<file path="src/rtl/if_id_pipe_reg_pkg.sv">
// -----------------------------------------------------------------------------
// if_id_pipe_reg_pkg
// Shared definitions for the IF/ID pipeline register slice:
//   - if_id_state_t : two-state control FSM encoding (RUN, HALTED)
//   - DEF_PC_W      : default PC field width
//   - DEF_INSTR_W   : default instruction field width
//   - DEF_NOP_INSTR : default bubble encoding driven on instr_out
//   - PERF_CNT_W    : width of the optional performance counters
// -----------------------------------------------------------------------------
package if_id_pipe_reg_pkg;

    typedef enum logic {
        RUN    = 1'b0,
        HALTED = 1'b1
    } if_id_state_t;

    localparam int          DEF_PC_W      = 16;
    localparam int          DEF_INSTR_W   = 16;
    localparam logic [15:0] DEF_NOP_INSTR = 16'h0000;
    localparam int          PERF_CNT_W    = 16;

endpackage

</file>
<file path="src/rtl/if_id_pipe_reg_if.sv">
// -----------------------------------------------------------------------------
// if_id_pipe_reg_if
// Bundle of fetch-side inputs, hazard/control inputs and decode-side outputs
// of the IF/ID pipeline register.
//   master : fetch/control side (drives pc_in..resume, observes outputs)
//   slave  : the pipeline register itself
// Signals:
//   pc_in, instr_in, valid_in, flush_in : fetch-stage slot
//   stall, flush, halt, resume          : hazard / control requests
//   pc_out, instr_out, valid_out,
//   flush_out, halted                   : registered decode-side view
// -----------------------------------------------------------------------------
interface if_id_pipe_reg_if
    import if_id_pipe_reg_pkg::*;
#(
    parameter int PC_W    = DEF_PC_W,
    parameter int INSTR_W = DEF_INSTR_W
) ();

    logic [PC_W-1:0]    pc_in;
    logic [INSTR_W-1:0] instr_in;
    logic               valid_in;
    logic               flush_in;
    logic               stall;
    logic               flush;
    logic               halt;
    logic               resume;

    logic [PC_W-1:0]    pc_out;
    logic [INSTR_W-1:0] instr_out;
    logic               valid_out;
    logic               flush_out;
    logic               halted;

    modport master (
        output pc_in, instr_in, valid_in, flush_in,
        output stall, flush, halt, resume,
        input  pc_out, instr_out, valid_out, flush_out, halted
    );

    modport slave (
        input  pc_in, instr_in, valid_in, flush_in,
        input  stall, flush, halt, resume,
        output pc_out, instr_out, valid_out, flush_out, halted
    );

endinterface

</file>
<file path="src/rtl/if_id_pipe_reg_pipe_perf_ctr.sv">
// -----------------------------------------------------------------------------
// pipe_perf_ctr
// Saturating event counter; sticks at all-ones instead of wrapping.
// Ports:
//   clk   : clock
//   clr   : synchronous clear (highest priority)
//   inc   : count one event this cycle
//   count : current count
// -----------------------------------------------------------------------------
module pipe_perf_ctr
    import if_id_pipe_reg_pkg::*;
(
    input  logic                  clk,
    input  logic                  clr,
    input  logic                  inc,
    output logic [PERF_CNT_W-1:0] count
);

    logic [PERF_CNT_W-1:0] count_reg;

    always_ff @(posedge clk) begin
        if (clr) begin
            count_reg <= '0;
        end else if (inc && (count_reg != {PERF_CNT_W{1'b1}})) begin
            count_reg <= count_reg + 1'b1;
        end
    end

    assign count = count_reg;

endmodule

</file>
<file path="src/rtl/if_id_pipe_reg.sv">
// -----------------------------------------------------------------------------
// if_id_pipe_reg
// IF/ID pipeline register with stall, flush (bubble insert) and halt/resume.
// One-cycle latency from the fetch slot to the decode-side outputs.
// Ports:
//   clk        : clock, all state on rising edge
//   rst        : synchronous active-high reset
//   bus        : if_id_pipe_reg_if.slave (fetch inputs, controls, outputs)
//   stall_cnt  : (IF_ID_PERF_CNT_EN only) cycles in RUN held by stall
//   bubble_cnt : (IF_ID_PERF_CNT_EN only) edges that loaded a bubble
// Build option: define IF_ID_PERF_CNT_EN to add the saturating counters.
// Priority in RUN: halt > flush > stall > load.
// -----------------------------------------------------------------------------
module if_id_pipe_reg
    import if_id_pipe_reg_pkg::*;
#(
    parameter int                 PC_W      = DEF_PC_W,
    parameter int                 INSTR_W   = DEF_INSTR_W,
    parameter logic [INSTR_W-1:0] NOP_INSTR = INSTR_W'(DEF_NOP_INSTR)
) (
    input  logic                  clk,
    input  logic                  rst,
    if_id_pipe_reg_if.slave       bus
`ifdef IF_ID_PERF_CNT_EN
    ,
    output logic [PERF_CNT_W-1:0] stall_cnt,
    output logic [PERF_CNT_W-1:0] bubble_cnt
`endif
);

    if_id_state_t       state_reg, state_next;
    logic [PC_W-1:0]    pc_reg,    pc_next;
    logic [INSTR_W-1:0] instr_reg, instr_next;
    logic               valid_reg, valid_next;
    logic               flush_reg, flush_next;

    always_ff @(posedge clk) begin
        if (rst) begin
            state_reg <= RUN;
            pc_reg    <= '0;
            instr_reg <= NOP_INSTR;
            valid_reg <= 1'b0;
            flush_reg <= 1'b0;
        end else begin
            state_reg <= state_next;
            pc_reg    <= pc_next;
            instr_reg <= instr_next;
            valid_reg <= valid_next;
            flush_reg <= flush_next;
        end
    end

    always_comb begin
        state_next = state_reg;
        pc_next    = pc_reg;
        instr_next = instr_reg;
        valid_next = valid_reg;
        flush_next = flush_reg;

        case (state_reg)
            RUN: begin
                if (bus.halt) begin
                    // Bubble in, but keep the PC of the last real slot.
                    state_next = HALTED;
                    instr_next = NOP_INSTR;
                    valid_next = 1'b0;
                    flush_next = 1'b0;
                end else if (bus.flush) begin
                    pc_next    = bus.pc_in;
                    instr_next = NOP_INSTR;
                    valid_next = 1'b0;
                    flush_next = 1'b0;
                end else if (bus.stall) begin
                    // hold everything
                end else begin
                    pc_next    = bus.pc_in;
                    instr_next = bus.valid_in ? bus.instr_in : NOP_INSTR;
                    valid_next = bus.valid_in;
                    flush_next = bus.flush_in;
                end
            end
            HALTED: begin
                // Force the bubble so nothing stale can leak while parked.
                instr_next = NOP_INSTR;
                valid_next = 1'b0;
                flush_next = 1'b0;
                // The resume edge only changes state; loading starts next edge.
                if (bus.resume && !bus.halt) begin
                    state_next = RUN;
                end
            end
            default: begin
                state_next = RUN;
            end
        endcase
    end

    assign bus.pc_out    = pc_reg;
    assign bus.instr_out = instr_reg;
    assign bus.valid_out = valid_reg;
    assign bus.flush_out = flush_reg;
    assign bus.halted    = (state_reg == HALTED);

`ifdef IF_ID_PERF_CNT_EN
    logic stall_evt;
    logic bubble_evt;

    // A stall only counts when nothing of higher priority overrides it.
    assign stall_evt  = (state_reg == RUN) && !bus.halt && !bus.flush && bus.stall;
    // Bubble loads: halt entry, flush, or an unstalled load of an empty slot.
    assign bubble_evt = (state_reg == RUN) &&
                        (bus.halt || bus.flush || (!bus.stall && !bus.valid_in));

    pipe_perf_ctr u_stall_ctr (
        .clk   (clk),
        .clr   (rst),
        .inc   (stall_evt),
        .count (stall_cnt)
    );

    pipe_perf_ctr u_bubble_ctr (
        .clk   (clk),
        .clr   (rst),
        .inc   (bubble_evt),
        .count (bubble_cnt)
    );
`endif

endmodule

</file>
<file path="src/flat_wrapper.sv">
// flat-port wrapper written by rule: the top's interface ports become plain ports
module if_id_pipe_reg_flat import if_id_pipe_reg_pkg::*;
#(
    parameter int                 PC_W      = DEF_PC_W,
    parameter int                 INSTR_W   = DEF_INSTR_W,
    parameter logic [INSTR_W-1:0] NOP_INSTR = INSTR_W'(DEF_NOP_INSTR)
)
  (clk, rst, bus_pc_in, bus_instr_in, bus_valid_in, bus_flush_in, bus_stall, bus_flush, bus_halt, bus_resume, bus_pc_out, bus_instr_out, bus_valid_out, bus_flush_out, bus_halted);
  if_id_pipe_reg_if #(.PC_W(PC_W), .INSTR_W(INSTR_W)) bus_i ();
  input  logic clk;
  input  logic rst;
  input wire logic [$bits(bus_i.pc_in)-1:0] bus_pc_in;
  input wire logic [$bits(bus_i.instr_in)-1:0] bus_instr_in;
  input wire logic [$bits(bus_i.valid_in)-1:0] bus_valid_in;
  input wire logic [$bits(bus_i.flush_in)-1:0] bus_flush_in;
  input wire logic [$bits(bus_i.stall)-1:0] bus_stall;
  input wire logic [$bits(bus_i.flush)-1:0] bus_flush;
  input wire logic [$bits(bus_i.halt)-1:0] bus_halt;
  input wire logic [$bits(bus_i.resume)-1:0] bus_resume;
  output wire logic [$bits(bus_i.pc_out)-1:0] bus_pc_out;
  output wire logic [$bits(bus_i.instr_out)-1:0] bus_instr_out;
  output wire logic [$bits(bus_i.valid_out)-1:0] bus_valid_out;
  output wire logic [$bits(bus_i.flush_out)-1:0] bus_flush_out;
  output wire logic [$bits(bus_i.halted)-1:0] bus_halted;
  assign bus_i.pc_in = bus_pc_in;
  assign bus_i.instr_in = bus_instr_in;
  assign bus_i.valid_in = bus_valid_in;
  assign bus_i.flush_in = bus_flush_in;
  assign bus_i.stall = bus_stall;
  assign bus_i.flush = bus_flush;
  assign bus_i.halt = bus_halt;
  assign bus_i.resume = bus_resume;
  assign bus_pc_out = bus_i.pc_out;
  assign bus_instr_out = bus_i.instr_out;
  assign bus_valid_out = bus_i.valid_out;
  assign bus_flush_out = bus_i.flush_out;
  assign bus_halted = bus_i.halted;
  if_id_pipe_reg #(.PC_W(PC_W), .INSTR_W(INSTR_W), .NOP_INSTR(NOP_INSTR)) u_core (.clk(clk), .rst(rst), .bus(bus_i));
endmodule
</file>
<file path="config.mk">
export PLATFORM = sky130hd
export DESIGN_NAME = if_id_pipe_reg_flat
export DESIGN_NICKNAME = d
export VERILOG_FILES = /design/src/rtl/if_id_pipe_reg_pkg.sv /design/src/rtl/if_id_pipe_reg_if.sv /design/src/rtl/if_id_pipe_reg_pipe_perf_ctr.sv /design/src/rtl/if_id_pipe_reg.sv /design/src/flat_wrapper.sv
export SDC_FILE = /design/constraint.sdc
export NUM_CORES = 1
export LEC_CHECK = 0
export ABC_AREA = 1
export BUFFER_PORTS_ARGS = -buffer_cell sky130_fd_sc_hd__buf_2
export CORE_MARGIN = 2
export CORE_UTILIZATION = 47
export DETAILED_ROUTE_END_ITERATION = 8
export GPL_TIMING_DRIVEN = 0
export PLACE_DENSITY = 0.83
export SYNTH_ARGS = -nofsm -noshare
export SYNTH_HDL_FRONTEND = slang
export SYNTH_SLANG_ARGS = --single-unit
</file>
<file path="constraint.sdc">
create_clock -name clk -period 2.25 [get_ports clk]
set_clock_uncertainty 0.1 [all_clocks]
set_input_delay 0.1125 -clock clk [delete_from_list [all_inputs] [get_ports clk]]
set_output_delay 0.1125 -clock clk [all_outputs]
set_load 0.02 [all_outputs]
</file>
# After elaboration in Yosys (flattened, before gate mapping)
# Cells that the tools add are included.
op_classes:
  n_eq_ne: 2
  n_mux: 18
  bitwise_logic: 2
  reduce_logical: 3
op_table:
  columns: ["op", "n"]
  rows:
  - ["$mux 16", 6]
  - ["$pmux 16 s2", 1]
  - ["$mux 1", 8]
  - ["$pmux 1 s2", 3]
  - ["$ne 4x4->1 const B", 1]
  - ["$reduce_and 3->1", 1]
  - ["$ne 2x1->1 const B", 1]
  - ["$not 1->1", 2]
  - ["$logic_and 1x1->1", 1]
  - ["$logic_not 1->1", 1]
word_totals:
  regBits: 35
  inputBits: 40
  output_inout_bits: 35
  word_cells: 30

# Depth between registers and ports, before layout
# Gate-level depths: netlist (run 1).
depth:
  ltp_word: 5
  depth_mapped: 7
  ltp_nobuf: 6

# Worst setup path before layout (run 1)
# Ideal clock, no wire load.
synth_timing:
  path_type: "reg2reg"
  from: "reg u_core.state_reg, in the netlist u_core.bus.halted"
  to: "reg u_core.valid_reg, in the netlist u_core.bus.valid_out"
  arrival_time_ns: 1.046
  t_required_ns: 2.014
  path_slack_ns: 0.968
  stages_incl_launch_ff: 7
  path_buffers: 1
  path_cell_list: "dfxtp_1 > nor2_8 > nand2_4 > clkinv_4 > buf_12 > nand2_2 > a21oi_2"
synth_via:
  elab_chain_cells: 2
synth_lines:
  columns: ["item", "line_no", "rtl"]
  rows:
  - ["from (decl)", "if_id_pipe_reg.sv:31", "if_id_state_t state_reg, state_next;"]
  - ["from (signal assigned)", "if_id_pipe_reg.sv:45", "state_reg <= state_next;"]
  - ["$not 1->1", "if_id_pipe_reg.sv:60", "case (state_reg)"]
  - ["$ne 4x4->1 (no source line) or $pmux 1 s2 (tied branches)", null, null]
  - ["to (signal assigned)", "if_id_pipe_reg.sv:48", "valid_reg <= valid_next;"]
  - ["to (decl)", "if_id_pipe_reg.sv:34", "logic valid_reg, valid_next;"]
# Several ways; a longest one is shown, not always the timed one.
# A chain may end at the register's enable or synchronous reset.

# Worst setup path after layout (run 1)
layout_timing:
  from: "reg u_core.state_reg, in the netlist u_core.bus.halted"
  to: "reg u_core.pc_reg[4], in the netlist u_core.bus.pc_out[4]"
layout_via:
  elab_chain_cells: 2
layout_lines:
  columns: ["item", "line_no", "rtl"]
  rows:
  - ["$not 1->1", null, null]
  - ["$reduce_and 3->1 (no source line)", null, null]
  - ["to (signal assigned)", "if_id_pipe_reg.sv:46", "pc_reg <= pc_next;"]
  - ["to (decl)", "if_id_pipe_reg.sv:32", "logic [PC_W-1:0] pc_reg, pc_next;"]
# Every way passes these cells.

==> results of run 1 <==
## report_power, final
part	switching (W)	internal, W	total (W)
clock network	0.000195	0.000122	0.000317
logic	0.000135	0.000120	0.000255
registers	0.0000126	0.000641	0.000654
## metrics by stage
step	area, um^2	hold slack, ps
after floorplan	1410	116
after global placement	1820	214
after detailed placement	1820	219
after CTS	2260	21.8
after global routing	2260	42.8
final	2260	30.4
## cell type report
| class | count | share of cell area (%) |
|---|---|---|
| Buffer | 10 | 3.21 |
| Inverter | 6 | 1.22 |
| Clock inverter | 1 | 0.222 |
| Clock buffer | 7 | 1.99 |
| Timing Repair Buffer | 112 | 33.5 |
| Multi-Input combinational cell | 109 | 27.1 |
| Sequential cell | 35 | 31.0 |
| Tap cell | 31 | 1.72 |
## final timing paths
kind,to,slack (ps),from,depth (start not counted)
worst max-delay path,u_core.bus.pc_out[4]$_SDFFE_PP0P_,500,u_core.bus.halted$_SDFF_PP0_,6
worst min-delay path,u_core.bus.instr_out[5]$_SDFFE_PP0P_,30,bus_flush,4
worst max register to register,u_core.bus.pc_out[4]$_SDFFE_PP0P_,500,u_core.bus.halted$_SDFF_PP0_,6
worst min register to register,u_core.bus.instr_out[2]$_SDFFE_PP0P_,360,u_core.bus.instr_out[2]$_SDFFE_PP0P_,2
## routing by layer
| layer | track usage (%) | up-vias |
|---|---|---|
| met3 | 5.27 | 12 |
| met1 | 32.0 | 696 |
| li1 | - | 779 |
| met2 | 45.1 | 73 |
| met5 | 0 | - |
| met4 | 11.7 | 0 |
## worst max-delay path, delay by kind of cell (launching register included)
| family | cells | cell delay [ps] |
|---|---|---|
| flip-flops | 1 | 390 |
| AND/OR/NAND/NOR | 3 | 370 |
| AO/OA/AOI/OAI | 1 | 150 |
| buffers and inverters | 2 | 690 |
## cells by family (layout without fill, tap and decap cells)
group / Yosys count / count (layout) / share of synthesized area [%]
buffers and inverters: 16 / 136 / 7.08
AO/OA/AOI/OAI: 35 / 35 / 15.2
flip-flops: 35 / 35 / 49.6
AND/OR/NAND/NOR: 74 / 74 / 28.1
## timing repair
item                      CTS  global route
hold buffers               39             0
resized for setup           0             0
setup buffers               0             0
hold endpoints to repair   34             0
## cells in the final DEF (no fill, tap or decap), drive strengths merged
| cell | Yosys | layout |
|---|---|---|
| dlygate4sd3 | 0 | 39 |
| nand4 | 17 | 17 |
| a211oi | 1 | 1 |
| buf | 8 | 81 |
| nor2 | 3 | 3 |
| nand2 | 54 | 54 |
| dfxtp | 35 | 35 |
| clkinv | 1 | 2 |
| inv | 5 | 5 |
| a21oi | 34 | 34 |
| clkbuf | 2 | 9 |
## Yosys cell counts (all sizes together)
master	count
buf	8
dfxtp	35
a21oi	34
clkbuf	2
nand4	17
inv	5
a211oi	1
nand2	54
nor2	3
clkinv	1
## registers in the layout, indices dropped and copies added, names as in the netlist
register / flops
u_core.bus.pc_out: 16
u_core.bus.valid_out: 1
u_core.bus.halted: 1
u_core.bus.flush_out: 1
u_core.bus.instr_out: 16
==> out/metrics.cfg, run 1 <==
[placement]
port_buffers=73
routabilityCongestion=0.764
dp_hpwl_um=2420
dp_cells=264
dpl_worst_slack_ps=961

[power_and_ir_drop]
p_leak_nw=1.04
total_power_w=0.00123
pwr_density_cell_nw_per_um2=543
ir_drop_uv=435

[sta]
setup_ws_ps=505
setup-violations-final=0
period_minus_slack_ps=1750
fmax_mhz=573
period_share_pct=77.6
worst_pin_slew_ps=561
hold_violations=0
rsz0062_at_grt=no
finalSetupTns_ps=0
max_slew_margin_pct=62.6
slew_violations=0

[finish]
multi_input_area_um2=613
fin_nets=319
n_fill_cell=182
seq_area_um2=701
area_growth_syn_to_layout_pct=59.7
antenna_cells=0
drive_gt1_share_pct=40.7
finish.utilization_pct=80.5
fin_cells=311

[logic_synthesis]
syn_inst=160
synth_nets=200
avgSynthCellArea_um2=8.84
synth-seq-cells=35
synth_top_area_share_pct=49.6
synth_cell_type_count=20
yosysWarnings=0
synth.cell_area_um2=1410
synth-seq-area-share_pct=49.6
synth_top_area_cell=dfxtp_1
synth_area_leaders=dfxtp_1 (50%), nand2_1 (11%), a21oi_1 (8.5%)

[detailed_routing]
drt-met1-wl_um=1690
top_layer_used=met4
met3_length_um=299
drc=6
via_count=1560
first_pass_iters=6
vias_per_cell=5.02
wirelength_um=4210
wl_per_cell_um=13.5
wl_met2_um=2100
ant_nets=0
drt-initial-drc-count=130

[cts]
numCtsBuffers=5
cts_sinks=35
clk_latency_ps=330
cts_max_path_buffers=2
tritoncts=built
ctsHtreeMaxLevel=2
root_buffer=clkbuf_4
clk_pin_slew_ps=100

[floorplanning]
initial_core_util_pct=50.4
die_area_um2=3460
row_count=19
die_y_um=58.8
core-area_um2=2810
io_pins=75
die_w_um=58.8

[setup_path]
slowest_stage=dlygate4sd3_1
start_kind=flop
slowest_delay_ps=580
worstPathArrival_ps=1910
worstPathCellList=nor2_8 -> nand2_4 -> clkinv_4 -> nand2_1 -> a21oi_1 -> dlygate4sd3_1
critPathKind=reg -> reg
end_kind=flop
critPathMaxFanout=10
worstPathRequired_ps=2420

[outcome]
violations=DRC
run_status=complete, but fails checks

[grt]
grt_max_degree=11
antenna_found_initial=0
grt_use_total_pct=26.4
grt_pass1_wl_um=6890
grt_overflow=0
grt_pass1_vias=1541

[min_path]
hp-class=in -> reg

[job]
maxCapViolCount=0

(Power assumes the default switching activity.)
==> inputs of run 2 (changes only) <==
--- a/config.mk
+++ b/config.mk
@@ -8,10 +8,10 @@
 export ABC_AREA = 1
 export BUFFER_PORTS_ARGS = -buffer_cell sky130_fd_sc_hd__buf_2
 export CORE_MARGIN = 2
-export CORE_UTILIZATION = 47
+export CORE_UTILIZATION = 44
 export DETAILED_ROUTE_END_ITERATION = 8
 export GPL_TIMING_DRIVEN = 0
-export PLACE_DENSITY = 0.83
+export PLACE_DENSITY = 0.79
 export SYNTH_ARGS = -nofsm -noshare
 export SYNTH_HDL_FRONTEND = slang
 export SYNTH_SLANG_ARGS = --single-unit
==> constraint.sdc (replaced) <==
create_clock -name clk -period 1.7 [get_ports clk]
set_clock_uncertainty 0.1 [all_clocks]
set_input_delay 0.085 -clock clk [delete_from_list [all_inputs] [get_ports clk]]
set_output_delay 0.085 -clock clk [all_outputs]
set_load 0.02 [all_outputs]
==> out/metrics.cfg, run 2 (synthesis results as in run 1) <==
[min_path]
whs_path_depth=4  ; unchanged
hold_path_end=u_core.bus.instr_out[1]$_SDFFE_PP0P_
hp-class=in -> reg
hold_start=bus_flush

[detailed_routing]
drt-initial-drc-count=76  ; -42%
top_layer_used=met4
via_count=1549  ; -0.71%
wirelength_um=4390  ; +4.3%
drt-met1-wl_um=1860  ; +9.9%
first_pass_iters=4  ; -2
ant_nets=0  ; unchanged
vias_per_cell=4.72  ; -5.9%
wl_per_cell_um=13.4  ; -1.1%
met3_length_um=209  ; -30%
wl_met2_um=2230  ; +6.5%
drc=0  ; -6

[power_and_ir_drop]
p_sw_w=0.000473  ; +38%
total_power_w=0.00165  ; +35%
power_frac_comb_pct=21.4  ; +0.6 points
power_frac_seq_pct=52.4  ; -0.9 points
p_leak_nw=1.05  ; +1.7%
p_clk_share_pct=26.2  ; +0.4 points
pwr_density_cell_nw_per_um2=703  ; +30%
swShare_pct=28.6  ; +0.68 points
p_int_w=0.00118  ; +34%
ir_drop_uv=521  ; +20%

[finish]
seq_area_um2=702  ; +0.18%
final_common_cell=buf_2
finish.utilization_pct=77.0  ; -3.5 points
final_cell_mix=buf_2 (74), nand2_1 (41), dlygate4sd3_1 (41), dfxtp_1 (34), a21oi_1 (21)
antenna_cells=0  ; unchanged
area_growth_syn_to_layout_pct=66.3
fin_nets=323  ; +1.3%
n_fill_cell=221  ; +21%
drive_gt1_share_pct=41.9  ; +1.2 points
multi_input_area_um2=642  ; +4.7%

[grt]
grt_overflow=0  ; unchanged
grt_max_degree=11  ; unchanged
grt_pass1_wl_um=6630  ; -3.7%
grt_pass1_vias=1465  ; -4.9%
grt_use_total_pct=24.5  ; -1.9 points
antenna_found_initial=0  ; unchanged

[setup_path]
worstPathRequired_ps=1890  ; -530 ps
rrSetupSlack_ps=10  ; -490 ps
r2r_cells=6  ; unchanged
rr_startpoint=u_core.bus.halted$_SDFF_PP0_
slowest_stage=dlygate4sd3_1
critPathKind=in -> reg
critical-path-top-delay-family=buffers and inverters
worstPathArrival_ps=1890  ; -20 ps
end_kind=flop
cp_num_buf_inv=4  ; +2
start_kind=input port
worstReg2RegEnd=u_core.bus.pc_out[3]$_SDFFE_PP0P_
critPathMaxFanout=9  ; -1
worstPathCellList=dlygate4sd3_1 -> buf_4 -> nand2_8 -> nand2_8 -> clkinv_4 -> nand2_1 -> a21oi_2 -> dlygate4sd3_1
slowest_delay_ps=590  ; about the same

[sta]
period_minus_slack_ps=1700
slew_violations=0  ; unchanged
max_slew_margin_pct=60.6  ; -2.0 points
setup-violations-final=0  ; unchanged
hold_violations=0  ; unchanged
fmax_mhz=589
rsz0062_at_grt=yes
period_share_pct=99.9
worst_pin_slew_ps=591  ; +29.8 ps

[floorplanning]
row_count=20  ; +1
io_pins=75  ; unchanged
core-area_um2=3050  ; +8.8%
die_area_um2=3680  ; +6.4%
die_w_um=60.7  ; +3.1%
initial_core_util_pct=46.3  ; -4.1 points
die_y_um=60.7  ; +3.1%

[placement]
port_buffers=73  ; unchanged
routabilityCongestion=0.720  ; -5.7%
dp_hpwl_um=2470  ; +2.2%

[outcome]
run_status=complete, no violations

[job]
maxCapViolCount=0  ; unchanged

[cts]
root_buffer=clkbuf_4
cts_sinks=35  ; unchanged
ctsHtreeMaxLevel=2  ; unchanged
tritoncts=built
clk_latency_ps=340  ; about the same
numCtsBuffers=5  ; unchanged
cts_max_path_buffers=2  ; unchanged
clk_pin_slew_ps=110  ; about the same

==> run 2: worst max path at each step <==
| stage | slack, ps | to | from | cells after the start |
|---|---|---|---|---|
| after floorplan | 420 | u_core.bus.valid_out$_SDFFE_PP0P_ | u_core.bus.halted$_SDFF_PP0_ | 6 |
| after global routing | -20 | u_core.bus.pc_out[3]$_SDFFE_PP0P_ | bus_stall | 8 |
| after detailed placement | 440 | u_core.bus.pc_out[15]$_SDFFE_PP0P_ | u_core.bus.halted$_SDFF_PP0_ | 6 |
| after CTS | 40 | u_core.bus.pc_out[2]$_SDFFE_PP0P_ | u_core.bus.halted$_SDFF_PP0_ | 6 |
| final | 2 | u_core.bus.pc_out[3]$_SDFFE_PP0P_ | bus_stall | 8 |
| after global placement | 450 | u_core.bus.pc_out[10]$_SDFFE_PP0P_ | u_core.bus.halted$_SDFF_PP0_ | 6 |
==> run 2: metrics by stage <==
step	setup WS (ps)	setup TNS [ps]	hold WS (ps)	cell area (um^2)	instances
detailed placement	441	0	186	1830	277
CTS	43.4	0	1.47	2310	328
global route	-23.9	-47.0	2.58	2350	328
global placement	447	0	189	1830	277
finish	2.01	0	2.38	2350	328
floorplan	418	0	88.5	1410	160
==> run 2: power by group through the flow <==
stage	sequential, W	combinational, W	clock [W]
2_1_floorplan	0.000920	0.000124	0
3_3_place_gp	0.000883	0.000260	0
3_5_place_dp	0.000883	0.000262	0
4_1_cts	0.000865	0.000336	0.000439
5_1_grt	0.000870	0.000381	0.000472
6_report	0.000866	0.000354	0.000432
==> run 2: routing by layer <==
layer	GRT usage, %	up-vias
li1	-	786
met1	28.4	700
met2	43.8	52
met3	6.61	11
met4	8.07	0
met5	0	-
==> run 2: worst reg2reg max path: cells and delay by family, from the launching register on <==
family          cells  cell delay [ps]
buf+inv             2              680
flops               1              370
compound gates      1              140
simple gates        3              340
==> run 2: area by class of cell <==
| cell class | instances | share of cell area, % |
|---|---|---|
| timing repair buffer | 116 | 34.1 |
| sequential | 35 | 29.9 |
| multi-input combinational | 109 | 27.3 |
| buffer | 10 | 3.09 |
| tap | 44 | 2.34 |
| clock buffer | 7 | 1.92 |
| inverter | 6 | 1.17 |
| clock inverter | 1 | 0.213 |
==> run 2: timing repair <==
action / in CTS / in global routing
setup buffers: 0 / 1
hold buffers: 43 / 0
hold endpoints to repair: 34 / 0
resized for setup: 0 / 9
endpoints found under the setup margin: 0 / 5
